[config.mk]
export PLATFORM = sky130hd
export DESIGN_NAME = avalon_lsu
export DESIGN_NICKNAME = d
export VERILOG_FILES = /design/src/rtl/avalon_lsu.sv
export SDC_FILE = /design/constraint.sdc
export NUM_CORES = 1
export LEC_CHECK = 0
export CAP_MARGIN = 30
export CORE_MARGIN = 2
export CORE_UTILIZATION = 25
export CTS_BUF_LIST = sky130_fd_sc_hd__clkbuf_16
export CTS_CLUSTER_DIAMETER = 80
export DETAILED_ROUTE_END_ITERATION = 12
export DONT_BUFFER_PORTS = 1
export GPL_TIMING_DRIVEN = 0
export PLACE_DENSITY = 0.41
export SLEW_MARGIN = 25
export SYNTH_ARGS = -nofsm -noshare
export SYNTH_HDL_FRONTEND = slang
export SYNTH_SLANG_ARGS = --single-unit
[constraint.sdc]
create_clock -name clk -period 2.14 [get_ports clk]
set_input_delay 0.214 -clock clk [delete_from_list [all_inputs] [get_ports clk]]
set_output_delay 0.214 -clock clk [all_outputs]
set_load 0.05 [all_outputs]
[src/rtl/avalon_lsu.sv]
// Load/store unit: one CPU request becomes one Avalon word transaction with lane placement and load extension.
// Latency: strobes one cycle after accept, response one cycle after the releasing edge; errors respond next cycle.
// Backpressure: req_ready only in IDLE; waitrequest holds the bus phase, optionally bounded by TIMEOUT_CYCLES.
module avalon_lsu #(
    parameter int unsigned TIMEOUT_CYCLES = 0
) (
    input  logic        clk,
    input  logic        reset,
    input  logic        req_valid,
    output logic        req_ready,
    input  logic        req_write,
    input  logic [1:0]  req_size,
    input  logic        req_signed,
    input  logic [31:0] req_addr,
    input  logic [31:0] req_wdata,
    output logic        resp_valid,
    output logic        resp_err,
    output logic [31:0] resp_rdata,
    output logic [31:0] address,
    output logic        write,
    output logic        read,
    input  logic        waitrequest,
    output logic [31:0] writedata,
    output logic [3:0]  byteenable,
    input  logic [31:0] readdata
);

    typedef enum logic [1:0] {
        IDLE = 2'b00,
        BUS  = 2'b01,
        RESP = 2'b10
    } state_e;

    localparam logic [31:0] TMO_LIMIT = 32'(TIMEOUT_CYCLES);

    state_e      state_q, state_d;
    logic [31:0] addr_q, addr_d;
    logic [31:0] wdata_q, wdata_d;
    logic [31:0] rdata_q, rdata_d;
    logic [31:0] tmo_q, tmo_d;
    logic [3:0]  be_q, be_d;
    logic        read_q, read_d;
    logic        write_q, write_d;
    logic        err_q, err_d;
    logic        signed_q, signed_d;
    logic [1:0]  size_q, size_d;
    logic [1:0]  lane_q, lane_d;

    logic        misaligned;
    logic [31:0] tmo_inc;
    logic [31:0] ld_shift;
    logic [7:0]  ld_byte;
    logic [15:0] ld_half;

    always_comb begin
        misaligned = (req_size == 2'b11)
                  || (req_size == 2'b01 && req_addr[0])
                  || (req_size == 2'b10 && req_addr[1:0] != 2'b00);
    end

    // Lane select uses the latched byte offset; readdata is only consumed on the release edge.
    always_comb begin
        ld_shift = readdata >> {lane_q, 3'b000};
        ld_byte  = ld_shift[7:0];
        ld_half  = lane_q[1] ? readdata[31:16] : readdata[15:0];
    end

    always_comb begin
        state_d  = state_q;
        addr_d   = addr_q;
        wdata_d  = wdata_q;
        rdata_d  = rdata_q;
        tmo_d    = tmo_q;
        be_d     = be_q;
        read_d   = read_q;
        write_d  = write_q;
        err_d    = err_q;
        signed_d = signed_q;
        size_d   = size_q;
        lane_d   = lane_q;
        tmo_inc  = tmo_q + 32'd1;

        case (state_q)
            IDLE: begin
                if (req_valid) begin
                    size_d   = req_size;
                    signed_d = req_signed;
                    lane_d   = req_addr[1:0];
                    rdata_d  = '0;
                    tmo_d    = '0;
                    if (misaligned) begin
                        err_d   = 1'b1;
                        state_d = RESP;
                    end else begin
                        err_d   = 1'b0;
                        state_d = BUS;
                        addr_d  = {req_addr[31:2], 2'b00};
                        read_d  = !req_write;
                        write_d = req_write;
                        case (req_size)
                            2'b00: begin
                                be_d    = 4'b0001 << req_addr[1:0];
                                wdata_d = {4{req_wdata[7:0]}};
                            end
                            2'b01: begin
                                be_d    = 4'b0011 << req_addr[1:0];
                                wdata_d = {2{req_wdata[15:0]}};
                            end
                            default: begin
                                be_d    = 4'b1111;
                                wdata_d = req_wdata;
                            end
                        endcase
                    end
                end
            end
            BUS: begin
                if (!waitrequest) begin
                    read_d  = 1'b0;
                    write_d = 1'b0;
                    tmo_d   = '0;
                    state_d = RESP;
                    if (read_q) begin
                        case (size_q)
                            2'b00:   rdata_d = {{24{signed_q & ld_byte[7]}}, ld_byte};
                            2'b01:   rdata_d = {{16{signed_q & ld_half[15]}}, ld_half};
                            default: rdata_d = readdata;
                        endcase
                    end
                end else begin
                    tmo_d = tmo_inc;
                    if (TMO_LIMIT != 32'd0 && tmo_inc == TMO_LIMIT) begin
                        read_d  = 1'b0;
                        write_d = 1'b0;
                        tmo_d   = '0;
                        err_d   = 1'b1;
                        state_d = RESP;
                    end
                end
            end
            RESP:    state_d = IDLE;
            default: state_d = IDLE;
        endcase
    end

    always_ff @(posedge clk or negedge reset) begin
        if (!reset) begin
            state_q  <= IDLE;
            addr_q   <= '0;
            wdata_q  <= '0;
            rdata_q  <= '0;
            tmo_q    <= '0;
            be_q     <= '0;
            read_q   <= 1'b0;
            write_q  <= 1'b0;
            err_q    <= 1'b0;
            signed_q <= 1'b0;
            size_q   <= '0;
            lane_q   <= '0;
        end else begin
            state_q  <= state_d;
            addr_q   <= addr_d;
            wdata_q  <= wdata_d;
            rdata_q  <= rdata_d;
            tmo_q    <= tmo_d;
            be_q     <= be_d;
            read_q   <= read_d;
            write_q  <= write_d;
            err_q    <= err_d;
            signed_q <= signed_d;
            size_q   <= size_d;
            lane_q   <= lane_d;
        end
    end

    assign req_ready  = (state_q == IDLE);
    assign resp_valid = (state_q == RESP);
    assign resp_err   = (state_q == RESP) && err_q;
    assign resp_rdata = rdata_q;
    assign address    = addr_q;
    assign read       = read_q;
    assign write      = write_q;
    assign writedata  = wdata_q;
    assign byteenable = be_q;

endmodule

==> reports/results.txt <==
Worst setup EP type - primary output
Syn Area/Cell - 11.1 sq um
row cnt - 52
failing checks - negative hold slack
Num CTS Buffers - 9
sw frac - 48.9%
Cell Int Power - 4.20 mW
IO Count - 209
final-report hold violation count - 108
largest net degree at the start of global routing - 109
I/O Buffers - 0
fin nets - 639
Synth Cell Area - 0.00516 sq mm
final worst setup slack - 0.166 ns
Starting Density - 25.5%
sequential power share - 60.4%
DR iter-0 viols - 126
largest fanout on the critical path - 8
top routing layer in use - met4
DIE HEIGHT - 148 um
Seq cells post-synth - 108
fillers - 2074
Placeable Area - 0.0202 sq mm
cell breakdown of the critical path - nor2b_4, and2_1
layout cells sized above 1 - 16.3%
grt ovf - 0
Clock Sinks - 108
Worst EP arrival - 1.76 ns
Clock Path Buffers - 2
vias - 3802
critical path type - flop to primary output
CP top delay family - simple AND/OR/NAND/NOR gates
fin crit share - 92.2%
final instance area - 0.00637 sq mm
clock root cell - clkbuf_16
Synthesis Warnings - 0
hold crit path type - input pin to asynchronous set/reset pin
clk_lat worst skew - 0.36 ns
Placed Cells - 736
drt total wl - 15.7 mm
Hold WS - -0.450 ns
vias in the first global route - 4178
Max VDD drop - 0.822 mV
Mapped Cells - 465
DP Area - 0.00550 sq mm
clock tree from TritonCTS - yes
Seq/Total Area, Yosys - 52.4%
antenna diode count - 0
Net Switching - 4.03 mW
setup TNS - 0 ns
max-cap violations - 0
post-synth cell types - 40
unrepaired setup endpoints after global routing - false
relative slew slack - 49.2%
CP max-delay cell - dfrtp_1
PD cells - 1290 mW/mm^2
final worst path period need - 1.97 ns
die footprint - 0.0218 sq mm
Finish-stage setup viols - 0
WL/cell - 19.3 um
slowest cell delay on critical path - 0.50 ns
Pre-antenna DRT Iters - 4
via/cell ratio - 4.69
initial antenna violation count - 0
commonest non-fill, non-tap cells in the layout - dfrtp_1 (108), nand2_1 (79), o21ai_0 (67)
Comb pwr share - 19.5%
Bufs and invs on worst path - 0
gr usage total - 14.6%
CTS Hold Bufs - 58
leakage power - 2.91 nW
post-CTS setup buffers - 0
met1 wire length - 6.41 mm
Worst-path clk slew - 0.07 ns
DR DRC count - 0
Clock Skew - 0.0104 ns
critical path launch point type - flop
met2 WL post-DR - 7.35 mm
commonest non-fill, non-tap cell in the layout - dfrtp_1
first-pass GRT wire length - 24.3 mm
worst slew pin tran - 0.762 ns
H-tree Lvls - 3
Slew Viols, Final - 0
pre-CTS WS - 0.0673 ns
Max Clk Rate - 507 MHz
post-DP HPWL - 11.2 mm
Layout area overhead - 23.6%
Clk pwr share - 20.1%
GP Congestion - 0.774
status - complete, but fails checks
Non-Filler Instances - 810
Post-DRT Antenna Nets - 0
Die X - 148 um
routed wl met3 - 1.74 mm
Worst EP required - 1.93 ns
[worst paths after layout]
kind	from	end	slack, ns	cells after the start
max	state_q[1]	resp_err	0.17	2
max in group asynchronous	reset	lane_q[1]	2.33	0
min in group clk	readdata[17]	resp_rdata[17]	0	2
min reg2reg	err_q	err_q	0.52	2
min	reset	resp_rdata[29]	-0.45	0
max reg2reg	read	resp_rdata[29]	0.26	6
[cell type report]
class,instances,area [sq um],share of cell area [%]
Sequential cell,108,2700,42.4
Multi-Input combinational cell,321,2230,35.0
Tap cell,270,338,5.30
Buffer,32,218,3.42
Clock inverter,7,58.8,0.923
Clock buffer,9,225,3.53
Inverter,5,18.8,0.295
Timing Repair Buffer,58,581,9.11
[power groups by stage]
stage                     clock network (mW)  registers [mW]  logic (mW)
after global routing                    1.85            5.07        1.78
after global placement                     0            5.03        1.50
after detailed placement                   0            5.01        1.53
after CTS                               1.73            4.99        1.62
after floorplan                            0            4.83        1.25
final                                   1.65            4.97        1.60
[layer usage]
layer | global-route usage [%] | vias to the layer above
li1 | - | 1761
met1 | 18.1 | 1845
met2 | 23.4 | 184
met3 | 6.27 | 12
met4 | 3.99 | 0
met5 | 0 | -
[cells in the mapped netlist, drive strengths merged]
library cell / number / area, sq um
dfrtp: 108 / 2700
nand2: 79 / 297
o21ai: 73 / 369
mux2: 39 / 571
mux2i: 33 / 343
a21oi: 27 / 139
buf: 20 / 171
a22oi: 16 / 120
nor2: 14 / 57.6
clkbuf: 12 / 46.3
or3: 9 / 56.3
inv: 5 / 18.8
nand2b: 5 / 31.3
and2: 3 / 18.8
a21o: 2 / 15.0
nand3: 2 / 10.0
nand3b: 2 / 15.0
nor2b: 2 / 12.5
o311ai: 2 / 17.5
o31ai: 2 / 15.0
a22o: 1 / 8.76
and4bb: 1 / 16.3
conb: 1 / 3.75
nor3: 1 / 16.3
nor3b: 1 / 12.5
o2111ai: 1 / 26.3
o211ai: 1 / 7.51
o22ai: 1 / 20.0
o32a: 1 / 10.0
xor2: 1 / 8.76
[worst register-to-register path, delay by kind of cell, from the launching register on]
kind / cells / cell delay (ns)
compound gates: 1 / 0.08
buf+inv: 2 / 0.31
flops: 1 / 0.73
simple gates: 3 / 0.70
[cells by family (layout without fill, tap and decap cells)]
family | count (synthesis) | in the layout | share of synthesized area, %
buffers and inverters | 37 | 111 | 4.59
flip-flops | 108 | 108 | 52.4
AO/OA/AOI/OAI | 127 | 127 | 14.5
multiplexers | 72 | 72 | 17.7
XOR/XNOR | 1 | 1 | 0.170
AND/OR/NAND/NOR | 119 | 119 | 10.5
other | 1 | 2 | 0.0727
[stage by stage]
step / power, mW / util (%)
2_1_floorplan: 6.08 / -
3_5_place_dp: 6.54 / 27.2
6_report: 8.23 / 31.5
4_1_cts: 8.33 / 31.5
3_3_place_gp: 6.52 / 27.2
5_1_grt: 8.70 / 31.5
[flip-flops by register name, indices dropped and copies added, names as in the netlist]
register and flops:
resp_rdata 32, writedata 32, address 30, byteenable 4
lane_q 2, size_q 2, state_q 2, err_q 1
read 1, signed_q 1, write 1
[repair_timing]
item	CTS	global route
endpoints found under the setup margin	1	1
resized for setup	2	1
hold endpoints to repair	167	108
Note: power is estimated with default switching activity, not from simulation.
